<file path="src/rtl/msm_point_accumulator_if.sv">
// ---------------------------------------------------------------------------
// msm_point_accumulator_if
//
// Purpose: shared point type plus the handshake bundle between the MSM point
// accumulator and its neighbours (upstream point multiplier, downstream sink,
// and the controller that requests an accumulation).
//
// msm_point_accumulator_pkg
//   curve_point_t : {inf, x, y}. inf=1 marks the point at infinity (group
//                   identity); the only encoding of it is INF_POINT.
//   INF_POINT     : canonical point at infinity (inf=1, x=0, y=0).
//
// msm_point_accumulator_if #(COUNT_W)
//   start, num_points     : request a new sum of num_points points
//   in_valid/in_ready     : point stream from the multiplier (in_point)
//   out_valid/out_ready   : final sum to the sink (out_sum)
//   busy                  : accumulator is not idle
//   modport master        : requester / stream source / sink side
//   modport slave         : accumulator side
// ---------------------------------------------------------------------------
package msm_point_accumulator_pkg;

    localparam int COORD_W = 16;

    typedef struct packed {
        logic               inf;
        logic [COORD_W-1:0] x;
        logic [COORD_W-1:0] y;
    } curve_point_t;

    localparam curve_point_t INF_POINT = '{inf: 1'b1, x: '0, y: '0};

endpackage

interface msm_point_accumulator_if #(
    parameter int COUNT_W = 16
) ();
    import msm_point_accumulator_pkg::*;

    logic               start;
    logic [COUNT_W-1:0] num_points;
    logic               in_valid;
    logic               in_ready;
    curve_point_t       in_point;
    logic               out_valid;
    logic               out_ready;
    curve_point_t       out_sum;
    logic               busy;

    modport master (
        output start, num_points, in_valid, in_point, out_ready,
        input  in_ready, out_valid, out_sum, busy
    );

    modport slave (
        input  start, num_points, in_valid, in_point, out_ready,
        output in_ready, out_valid, out_sum, busy
    );

endinterface

</file>
<file path="src/rtl/msm_point_accumulator.sv">
// ---------------------------------------------------------------------------
// msm_point_accumulator
//
// Purpose: sums a stream of curve points (products from an upstream point
// multiplier) into one result for a multi-scalar multiplication. One shared
// multi-cycle point_add unit performs every addition; the running sum lives
// in acc and is always visible on out_sum.
//
// Ports:
//   clk      : sole clock, rising edge
//   Reset_n  : asynchronous active-low reset; discards any in-flight work
//   bus      : msm_point_accumulator_if.slave
//              start/num_points   - accumulation request (sampled in IDLE)
//              in_valid/in_ready  - point input handshake (in_point)
//              out_valid/out_ready- result handshake (out_sum)
//              busy               - high in every state except IDLE
//
// Optional build macro:
//   MSM_ACC_INF_BYPASS_EN - when defined, a point whose addition is trivial
//   (running sum or incoming point is the point at infinity) is folded into
//   acc on the handshake edge without using the adder.
//
// point_add (also in this file) is a stand-in adder with the real unit's
// protocol: Reset high for a cycle starts an addition, Done rises ADD_CYCLES
// edges after Reset is released and holds until the next Reset. Its group
// law treats INF_POINT as identity and otherwise adds coordinates modulo
// 2^COORD_W.
// ---------------------------------------------------------------------------
module point_add
    import msm_point_accumulator_pkg::*;
#(
    parameter int ADD_CYCLES = 4
) (
    input  logic         clk,
    input  logic         Reset,
    input  curve_point_t P,
    input  curve_point_t Q,
    output curve_point_t R,
    output logic         Done
);

    localparam int CNT_W = $clog2(ADD_CYCLES + 1);

    logic [CNT_W-1:0] cnt;

    function automatic curve_point_t group_add(input curve_point_t a, input curve_point_t b);
        curve_point_t s;
        if (a.inf) begin
            s = b;
        end else if (b.inf) begin
            s = a;
        end else begin
            s.inf = 1'b0;
            s.x   = a.x + b.x;
            s.y   = a.y + b.y;
        end
        return s;
    endfunction

    always_ff @(posedge clk) begin
        if (Reset) begin
            cnt  <= '0;
            Done <= 1'b0;
        end else if (!Done) begin
            if (cnt == CNT_W'(ADD_CYCLES - 1)) begin
                R    <= group_add(P, Q);
                Done <= 1'b1;
            end else begin
                cnt <= cnt + 1'b1;
            end
        end
    end

endmodule

module msm_point_accumulator
    import msm_point_accumulator_pkg::*;
#(
    parameter int COUNT_W = 16
) (
    input  logic                   clk,
    input  logic                   Reset_n,
    msm_point_accumulator_if.slave bus
);

    typedef enum logic [2:0] {
        IDLE,
        WAIT_IN,
        ADD_RST,
        ADD_RUN,
        OUTPUT
    } state_t;

    state_t             state;
    curve_point_t       acc;
    curve_point_t       q;
    logic [COUNT_W-1:0] remaining;
    logic               in_ready;
    logic               out_valid;
    logic               busy;

    logic               add_reset;
    logic               add_done;
    curve_point_t       add_r;

    // Registered handshake flags {busy, in_ready, out_valid} for a state,
    // loaded together with the state so they never lag it.
    function automatic logic [2:0] flags_for(input state_t s);
        return {s != IDLE, s == WAIT_IN, s == OUTPUT};
    endfunction

    // Where to go once a point has been folded into acc; rem is the count
    // before this point is retired.
    function automatic state_t after_point(input logic [COUNT_W-1:0] rem);
        return (rem == COUNT_W'(1)) ? OUTPUT : WAIT_IN;
    endfunction

    // Count down without ever wrapping below zero.
    function automatic logic [COUNT_W-1:0] dec_sat(input logic [COUNT_W-1:0] rem);
        return (rem != '0) ? rem - 1'b1 : '0;
    endfunction

    // The adder is held in reset while the block is reset, and pulsed for
    // exactly the ADD_RST cycle to launch each addition.
    assign add_reset = (state == ADD_RST) || !Reset_n;

    point_add u_add (
        .clk   (clk),
        .Reset (add_reset),
        .P     (acc),
        .Q     (q),
        .R     (add_r),
        .Done  (add_done)
    );

    always_ff @(posedge clk or negedge Reset_n) begin
        if (!Reset_n) begin
            state     <= IDLE;
            in_ready  <= 1'b0;
            out_valid <= 1'b0;
            busy      <= 1'b0;
            acc       <= INF_POINT;
            q         <= INF_POINT;
            remaining <= '0;
        end else begin
            unique case (state)
                IDLE: begin
                    if (bus.start) begin
                        acc       <= INF_POINT;
                        remaining <= bus.num_points;
                        if (bus.num_points == '0) begin
                            state                        <= OUTPUT;
                            {busy, in_ready, out_valid}  <= flags_for(OUTPUT);
                        end else begin
                            state                        <= WAIT_IN;
                            {busy, in_ready, out_valid}  <= flags_for(WAIT_IN);
                        end
                    end
                end

                // Input handshake stage
                WAIT_IN: begin
                    if (bus.in_valid) begin
`ifdef MSM_ACC_INF_BYPASS_EN
                        if ((acc == INF_POINT) || (bus.in_point == INF_POINT)) begin
                            acc                          <= (acc == INF_POINT) ? bus.in_point : acc;
                            remaining                    <= dec_sat(remaining);
                            state                        <= after_point(remaining);
                            {busy, in_ready, out_valid}  <= flags_for(after_point(remaining));
                        end else begin
                            q                            <= bus.in_point;
                            state                        <= ADD_RST;
                            {busy, in_ready, out_valid}  <= flags_for(ADD_RST);
                        end
`else
                        q                            <= bus.in_point;
                        state                        <= ADD_RST;
                        {busy, in_ready, out_valid}  <= flags_for(ADD_RST);
`endif
                    end
                end

                // Adder launch stage
                ADD_RST: begin
                    state                        <= ADD_RUN;
                    {busy, in_ready, out_valid}  <= flags_for(ADD_RUN);
                end

                // Adder completion stage
                ADD_RUN: begin
                    if (add_done) begin
                        acc                          <= add_r;
                        remaining                    <= dec_sat(remaining);
                        state                        <= after_point(remaining);
                        {busy, in_ready, out_valid}  <= flags_for(after_point(remaining));
                    end
                end

                // Result hold stage: acc stays frozen until the sink takes it
                OUTPUT: begin
                    if (bus.out_ready) begin
                        state                        <= IDLE;
                        {busy, in_ready, out_valid}  <= flags_for(IDLE);
                    end
                end

                default: begin
                    state                        <= IDLE;
                    {busy, in_ready, out_valid}  <= flags_for(IDLE);
                end
            endcase
        end
    end

    assign bus.in_ready  = in_ready;
    assign bus.out_valid = out_valid;
    assign bus.out_sum   = acc;
    assign bus.busy      = busy;

endmodule

</file>
<file path="src/flat_wrapper.sv">
// flat-port wrapper written by rule: the top's interface ports become plain ports
module msm_point_accumulator_flat import msm_point_accumulator_pkg::*;
#(
    parameter int COUNT_W = 16
)
  (clk, Reset_n, bus_start, bus_num_points, bus_in_valid, bus_in_point, bus_out_ready, bus_in_ready, bus_out_valid, bus_out_sum, bus_busy);
  msm_point_accumulator_if #(.COUNT_W(COUNT_W)) bus_i ();
  input  logic clk;
  input  logic Reset_n;
  input wire logic [$bits(bus_i.start)-1:0] bus_start;
  input wire logic [$bits(bus_i.num_points)-1:0] bus_num_points;
  input wire logic [$bits(bus_i.in_valid)-1:0] bus_in_valid;
  input wire logic [$bits(bus_i.in_point)-1:0] bus_in_point;
  input wire logic [$bits(bus_i.out_ready)-1:0] bus_out_ready;
  output wire logic [$bits(bus_i.in_ready)-1:0] bus_in_ready;
  output wire logic [$bits(bus_i.out_valid)-1:0] bus_out_valid;
  output wire logic [$bits(bus_i.out_sum)-1:0] bus_out_sum;
  output wire logic [$bits(bus_i.busy)-1:0] bus_busy;
  assign bus_i.start = bus_start;
  assign bus_i.num_points = bus_num_points;
  assign bus_i.in_valid = bus_in_valid;
  assign bus_i.in_point = bus_in_point;
  assign bus_i.out_ready = bus_out_ready;
  assign bus_in_ready = bus_i.in_ready;
  assign bus_out_valid = bus_i.out_valid;
  assign bus_out_sum = bus_i.out_sum;
  assign bus_busy = bus_i.busy;
  msm_point_accumulator #(.COUNT_W(COUNT_W)) u_core (.clk(clk), .Reset_n(Reset_n), .bus(bus_i));
endmodule
</file>
<file path="config.mk">
export PLATFORM = sky130hd
export DESIGN_NAME = msm_point_accumulator_flat
export DESIGN_NICKNAME = d
export VERILOG_FILES = /design/src/rtl/msm_point_accumulator_if.sv /design/src/rtl/msm_point_accumulator.sv /design/src/flat_wrapper.sv
export SDC_FILE = /design/constraint.sdc
export NUM_CORES = 1
export LEC_CHECK = 0
export ABC_AREA = 1
export BUFFER_PORTS_ARGS = -buffer_cell sky130_fd_sc_hd__buf_2
export CAP_MARGIN = 30
export CORE_MARGIN = 1
export CORE_UTILIZATION = 40
export CTS_BUF_LIST = sky130_fd_sc_hd__clkbuf_16
export DETAILED_ROUTE_END_ITERATION = 6
export SLEW_MARGIN = 25
export SYNTH_ARGS = -nofsm -noshare
export SYNTH_HDL_FRONTEND = slang
export SYNTH_SLANG_ARGS = --single-unit
</file>
<file path="constraint.sdc">
create_clock -name clk -period 6.3 [get_ports clk]
set_input_delay 1.26 -clock clk [delete_from_list [all_inputs] [get_ports clk]]
set_output_delay 1.26 -clock clk [all_outputs]
set_load 0.005 [all_outputs]
</file>
**Word level (Yosys, flattened, before mapping)**

Index checks and enable logic that the tools add are counted.

- Add/sub/neg operators: 4
- Equality and inequality tests: 12
- Mux-type cells: 32
- Bitwise logic cells: 3
- Reductions and logical operators: 12

Operator list:

| kind | count |
|---|---|
| $mux W33 | 3 |
| $pmux W33 S2 | 1 |
| $mux W16 | 3 |
| $add A16 B16 Y16 | 2 |
| $mux W32 | 1 |
| $pmux W16 S2 | 1 |
| $mux W3 | 6 |
| $eq A16 B1 Y1 const B | 1 |
| $logic_not A16 Y1 | 1 |
| $reduce_bool A16 Y1 | 1 |
| $sub A16 B1 Y16 const B | 1 |
| $pmux W3 S5 | 1 |
| $mux W1 | 13 |
| $eq A3 B2 Y1 const B | 3 |
| $ne A2 B2 Y1 const B | 4 |
| $pmux W1 S4 | 2 |
| $eq A3 B1 Y1 const B | 2 |
| $eq A3 B3 Y1 const B | 2 |
| $reduce_and A3 Y1 | 2 |
| $pmux W1 S5 | 1 |
| $reduce_and A2 Y1 | 2 |
| $reduce_and A4 Y1 | 1 |
| $add A3 B1 Y3 const B | 1 |
| $logic_not A3 Y1 | 1 |
| 5 further kinds | 7 |

- Flip-flop bits (word level): 125
- Bits of input ports: 54
- Output and inout bits: 36

**Logic depth before layout (Yosys ltp)**

Gate-level depths: netlist (run 1).

- Depth after elaboration: 5
- Depth in mapped cells: 13

**Hierarchy**

Synthesis (run 1) repeated with hierarchy kept, for this count alone.

- Cell total of the unflattened synthesis: 1,065
- Area, all modules: 7,965.1 µm²

By module, submodules not included:

| module | times used | cells each | area an instance (µm²) |
|---|---|---|---|
| msm_point_accumulator | 1 | 487 | 4,240.3 |
| point_add | 1 | 578 | 3,724.8 |

**Worst setup path before layout (run 1)**

Ideal clock, no wire load.

- Path kind: input -> register
- Start: in Reset_n
- End: reg u_core.u_add.R[0] (netlist name), enable pin
- Data arrival time: 2.766 ns
- Path slack: 3.111 ns
- Stages on the path: 2
- Path buffers: 0
- Cells stage by stage: nand2_1 -> nor2_1

- Word-level cells in the longest chain between the ends: 4

RTL lines:

| what | line | text |
|---|---|---|
| from (decl) | flat_wrapper.sv:9 | `input logic Reset_n;` |
| $logic_not A1 Y1 | msm_point_accumulator.sv:125 | `assign add_reset = (state == ADD_RST) \|\| !Reset_n;` |
| $logic_or A1 B1 Y1 | msm_point_accumulator.sv:125 |  |
| $not A1 Y1 (no source line) | n/a |  |
| $reduce_and A3 Y1 (no source line) | n/a |  |
| to (signal assigned) | msm_point_accumulator.sv:66 | `R <= group_add(P, Q);` |
| to (decl) | msm_point_accumulator.sv:38 | `output curve_point_t R,` |

Every way passes these cells.
A chain may end at the register's enable or synchronous reset.

**Final worst setup path (run 1)**

- Start: reg u_core.acc, in the netlist u_core.bus.out_sum[32]
- End: out bus_out_sum[32]

RTL lines:

| what | line | text |
|---|---|---|
| from (decl) | msm_point_accumulator.sv:95 | `curve_point_t acc;` |
| from (signal assigned) | msm_point_accumulator.sv:192 | `acc <= add_r;` |
| to (decl) | flat_wrapper.sv:17 | `output wire logic [$bits(bus_i.out_sum)-1:0] bus_out_sum;` |

No word-level cell between the ends.

==> reports/results.ini, run 1 <==
[status]
status=finished clean

[timing]
whs_ps=472
period_needed_ps=2940
tns_ps=0
fmax_ghz=0.341
period_share_pct=46.6
rsz0062_at_grt=no
worst_slew_pin_slew_ps=919
slew_headroom_pct=38.4
setup_viol=0
drv_slew=0
hold_viol_final=0
clock_skew_ps=6.03
worst_slack_ps=3360

[global_routing]
grt_pass1_wl_microns=30000
first_global_vias=6058
grt_overflow=0
track_usage_pct=19.5
grt_max_degree=62
antenna_found_initial=0

[drt]
wirelength_microns=18100
viasPerCell=5.06
num_vias=6288
first_iter_violations=305
first_pass_iters=5
drc=0
antenna_left=0
wl_per_cell_microns=14.6

[clock_tree]
cts_resized=0
cts_buffers=17
clock_latency_ps=420
cts_setup_buffers=0
cts-root-buf=clkbuf_16
path_clk_slew_ps=60
ctsHoldBuffers=0
htreeDepth=4
clk_path_buf_depth=2
cts_tree=done
cts.sinks=125

[die]
start_util_pct=40.8
boundaryPins=90
die_w_microns=140
core_area_sq_um=18700
dieHeight_microns=140
design.die.area_sq_um=19600
rows=50

[power]
power_uw=4600
leakage_uw=0.00420
vdd_ir_drop_max_mv=0.245
p_per_area_nw_per_um2=525

[cells_and_area]
layout_common_cells=nand2_1 (231), a21oi_1 (91), inv_1 (89)
mostFrequentLayoutCell=nand2_1
nNetsFinal=1087
insertedDiodeCount=0
synthToLayoutAreaGrowth_pct=14.8
layout-drive-gt1-share_pct=20.6

[critical_path]
r2r_end=u_core.u_add.R[22]
r2r_cells=3
crit_arrival_ps=1680
r2r-start=u_core.q[32]
cp_data_required_time_ps=5040
end_kind=primary output
worstSetupPathType=reg2out
startpoint_type=register
path_max_fanout=56
r2r_slack_ps=3480

[hold_path]
hp-start=u_core.bus.out_valid
hold_path_class=reg2reg
hold_depth=2
min_to=u_core.bus.out_valid

[placed_design]
portBuffers=89
place_ws_ps=3260
gp_congestion=0.851
dpl.hpwl_microns=12600

[yosys]
synth_area_sq_um=7630
synthesis.nets=1008
ys.flop_type=dfrtp_1
synth_edf_count=33
yosys_warnings=0
synth_cell_type_count=45
ys_seq_elements=125
synth_seq_area_share_pct=42.9
synth_cells=917
syn_area_per_cell_sq_um=8.32
async_flop_share_pct=70.4

[flow_run]
cap_viol_max_count=0

[cells by family (layout without fill, tap and decap cells)]
logic type	count (synthesis)	in the layout	share of synthesized area [%]
flip-flops	125	125	42.9
XOR/XNOR	24	24	2.75
AND/OR/NAND/NOR	405	405	22.6
multiplexers	33	33	4.87
buffers and inverters	124	216	7.75
AO/OA/AOI/OAI	169	169	12.8
adder cells (fa/ha/maj)	37	37	6.26
[cell usage after synthesis (3+ instances only)]
cell / number / area [sq um]
ha_1: 35 / 438
o21ai_1: 22 / 110
buf_12: 3 / 60.1
a22oi_2: 8 / 100
nor2_1: 72 / 270
xnor2_1: 4 / 35.0
nand3_1: 61 / 305
and2_1: 3 / 18.8
nor3_1: 6 / 30.0
nand3_2: 3 / 30.0
buf_6: 9 / 101
dfrtp_1: 86 / 2150
o21ai_0: 25 / 125
mux2_2: 33 / 372
a21oi_1: 91 / 455
buf_1: 4 / 15.0
nand2_2: 14 / 87.6
inv_1: 87 / 327
buf_2: 3 / 15.0
xor2_1: 20 / 175
edfxtp_1: 33 / 991
o21ai_2: 13 / 114
dfxtp_1: 4 / 80.1
nand4_1: 4 / 25.0
nand2_1: 231 / 867
nor2_4: 3 / 33.8
clkbuf_1: 13 / 48.8
[worst max-delay path: stages, from the launching register on]
cell,delay [ps]
dfstp_2,510
buf_4,490
buf_2,250
[layer usage]
metal  wire length (microns)  vias to the layer above  global-route usage, %
li1                        -                     3199                      -
met1                    8700                     2947                   25.6
met2                    8590                      122                   32.3
met3                     602                       20                   3.86
met4                     259                        0                   6.36
met5                       0                        -                      0
[report_power, final]
group,internal (uW),switching (uW)
registers,1160,313
clock network,573,368
logic,847,1330
total,2580,2010
[metrics by stage]
stage | cells | area [sq um] | utilization (%)
after floorplan | 917 | 7630 | -
after global placement | 1209 | 8150 | 43.6
after detailed placement | 1211 | 8200 | 43.9
after CTS | 1243 | 8760 | 46.8
after global routing | 1243 | 8760 | 46.8
final | 1243 | 8760 | 46.8
[cell type report]
class                      count  area [sq um]
timing repair buffer          93           518
clock buffer                  17           425
sequential                   125          3280
tap                          234           293
fill                        1780          9950
clock inverter                15           131
inverter                      91           344
multi-input combinational    668          3770
[flip-flops by register name, summed over array words and instances (netlist names)]
register,cells
u_core.bus.out_valid,1
u_core.q,33
u_core.u_add.Done,1
u_core.bus.busy,1
u_core.state,3
u_core.remaining,16
u_core.bus.out_sum,33
u_core.u_add.cnt,3
u_core.u_add.R,33
u_core.bus.in_ready,1
[worst max path at each step]
| stage | startpoint | end | slack [ps] |
|---|---|---|---|
| finish | u_core.bus.out_sum[32] | bus_out_sum[32] | 3360 |
| global route | u_core.bus.out_sum[32] | bus_out_sum[32] | 3290 |
| CTS | u_core.bus.out_sum[32] | bus_out_sum[32] | 3340 |
| detailed placement | Reset_n | u_core.u_add.R[29] | 3260 |
| global placement | Reset_n | u_core.u_add.R[27] | 3170 |
| floorplan | Reset_n | u_core.u_add.R[0] | 3110 |
No activity file was read; power rests on OpenSTA's default activity.
==> inputs of run 2 (changes only) <==
ABC_AREA = 0   (was 1)
clock period = 3.1 ns   (was 6.3 ns; I/O delays follow)
==> reports/results.ini, run 2 <==
[die]
core_area_sq_um=17200  ; -7.9%
design.die.area_sq_um=18200  ; -7.4%
boundaryPins=90  ; unchanged
dieHeight_microns=135  ; -3.8%
die_w_microns=135  ; -3.8%
rows=48  ; -4.0%
start_util_pct=40.9  ; +0.15 points

[timing]
worst_slew_pin_slew_ps=771  ; -148 ps
fmax_ghz=0.362
clock_skew_ps=8.04  ; +2.01 ps
whs_ps=263  ; -208 ps
drv_slew=0  ; unchanged
slew_headroom_pct=48.1  ; +9.7 points
hold_viol_final=0  ; unchanged
period_share_pct=89.1
period_needed_ps=2760
tns_ps=0  ; unchanged
setup_viol=0  ; unchanged
rsz0062_at_grt=no

[clock_tree]
cts_tree=done
clk_path_buf_depth=2  ; unchanged
clock_latency_ps=420  ; about the same
ctsHoldBuffers=0  ; unchanged
cts-root-buf=clkbuf_16
cts.sinks=125  ; unchanged
path_clk_slew_ps=50  ; about the same
cts_resized=0  ; unchanged
htreeDepth=4  ; unchanged
cts_buffers=17  ; unchanged
cts_setup_buffers=0  ; unchanged

[critical_path]
crit_arrival_ps=2940  ; +1260 ps
critical-path-top-delay-family=compound AO/OA/AOI/OAI gates
cp_data_required_time_ps=3280  ; -1760 ps
path_max_fanout=4  ; -93%
worst-path-buf-inv=0  ; -2
crit_path_top_delay_cell=fa_1
crit_chain=ha_1, fa_1, a21o_1, a31o_2, a211oi_1, o31ai_1, xnor2_1, o211ai_1, o21a_1
max_stage_delay_ps=440  ; -70 ps
end_kind=register
startpoint_type=register
worstSetupPathType=reg2reg

[drt]
m1WireLength_microns=8280  ; -4.8%
met3_length_microns=1150  ; +92%
first_pass_iters=4  ; -1
wirelength_microns=18000  ; -0.82%
num_vias=5945  ; -5.5%
viasPerCell=5.62  ; +11%
wl_per_cell_microns=17.0  ; +17%
first_iter_violations=347  ; +14%
drc=0  ; unchanged
routed.top_layer=met4
antenna_left=0  ; unchanged
routed-wl-met2_microns=8300  ; -3.3%

[global_routing]
first_global_vias=5895  ; -2.7%
track_usage_pct=21.1  ; +1.6 points
grt_pass1_wl_microns=29900  ; -0.21%
grt_overflow=0  ; unchanged
antenna_found_initial=0  ; unchanged
grt_max_degree=54  ; -13%

[cells_and_area]
layout_common_cells=nand2_1 (118), buf_2 (89), dfrtp_1 (86)
fillers=1621  ; -8.9%
nNetsFinal=911  ; -16%
mostFrequentLayoutCell=nand2_1
final_core_util_pct=48.2  ; +1.4 points
insertedDiodeCount=0  ; unchanged
synthToLayoutAreaGrowth_pct=17.7
layout-drive-gt1-share_pct=21.2  ; +0.63 points

[yosys]
yosys-top-cells-count=nand2_1 (118), dfrtp_1 (86), o21ai_0 (52)
synth_top_area_cell=dfrtp_1
yosys.area.top_type_share_pct=30.5  ; +2.3 points
syn_area_per_cell_sq_um=9.59  ; +15%
synth_cell_type_count=55  ; +22%
synth_area_sq_um=7060  ; -7.5%
ys_seq_elements=125  ; unchanged
synth_cells=736  ; -20%
synth_seq_area_share_pct=46.4  ; +3.5 points
async_flop_share_pct=70.4  ; unchanged
synth_edf_count=33  ; unchanged
synthesis.nets=827  ; -18%
ys.flop_type=dfrtp_1
yosysMostFrequentCell=nand2_1
yosys_warnings=0  ; unchanged
synthTopCellsByArea=dfrtp_1 (30%), edfxtp_1 (14%), nand2_1 (6.3%)

[hold_path]
hold_path_class=in2async

[power]
vdd_ir_drop_max_mv=0.495  ; +100%
leakage_uw=0.00375  ; -11%
p_per_area_nw_per_um2=1180  ; +130%

[placed_design]
portBuffers=89  ; unchanged
dpl.hpwl_microns=12200  ; -3.1%
gp_congestion=0.885  ; +4.0%

[status]
status=finished clean

[flow_run]
cap_viol_max_count=0  ; unchanged

[run 2: layout make-up]
class	count	area, sq um	area share, %
multi-input cells	564	3620	43.6
well taps	225	282	3.39
inverters	9	33.8	0.407
clock inverters	15	119	1.43
flip-flops and latches	125	3280	39.4
repair buffers	103	551	6.63
clock buffers	17	425	5.12
[run 2: metal layers]
layer  up-vias  global-route usage [%]
met5         -                       0
met4         0                    6.68
met3        26                    4.84
met2       190                    33.9
met1      2871                    28.2
li1       2858                       -
[run 2: cells by family (layout without fill, tap and decap cells)]
kind of cell | Yosys count | in the layout | share of synthesized area [%]
AOI/OAI and AO/OA | 202 | 202 | 17.4
and+or+nand+nor | 259 | 259 | 17.0
buffers and inverters | 47 | 144 | 2.68
adders and majority gates | 37 | 37 | 6.77
muxes | 47 | 47 | 7.34
xor gates and xnor gates | 19 | 19 | 2.36
DFF | 125 | 125 | 46.4
[run 2: metrics by stage]
stage	instance area (sq um)	setup WS (ps)	cells	power [uW]
after floorplan	7060	401	736	6640
after global placement	7760	405	1025	7760
final	8310	338	1058	9810
after global routing	8310	167	1058	10700
after CTS	8300	333	1057	9840
after detailed placement	7760	355	1025	7940
[run 2: worst paths after layout]
check	depth (start not counted)	slack, ps	start	end
min in group clk	3	400	bus_in_point[4]	u_core.q[4]
worst min-delay path	2	260	Reset_n	u_core.bus.busy
max in group asynchronous	3	1730	Reset_n	u_core.bus.out_sum[18]
worst min register to register	2	470	u_core.u_add.R[25]	u_core.bus.out_sum[25]
worst max register to register	9	340	u_core.bus.out_sum[16]	u_core.u_add.R[30]
worst max-delay path	9	340	u_core.bus.out_sum[16]	u_core.u_add.R[30]
[run 2: report_power, final]
group          switching, uW  internal, uW  leakage, uW
Sequential               647          2460      0.00142
Clock                    699          1150     0.000283
Combinational           2700          2160      0.00205
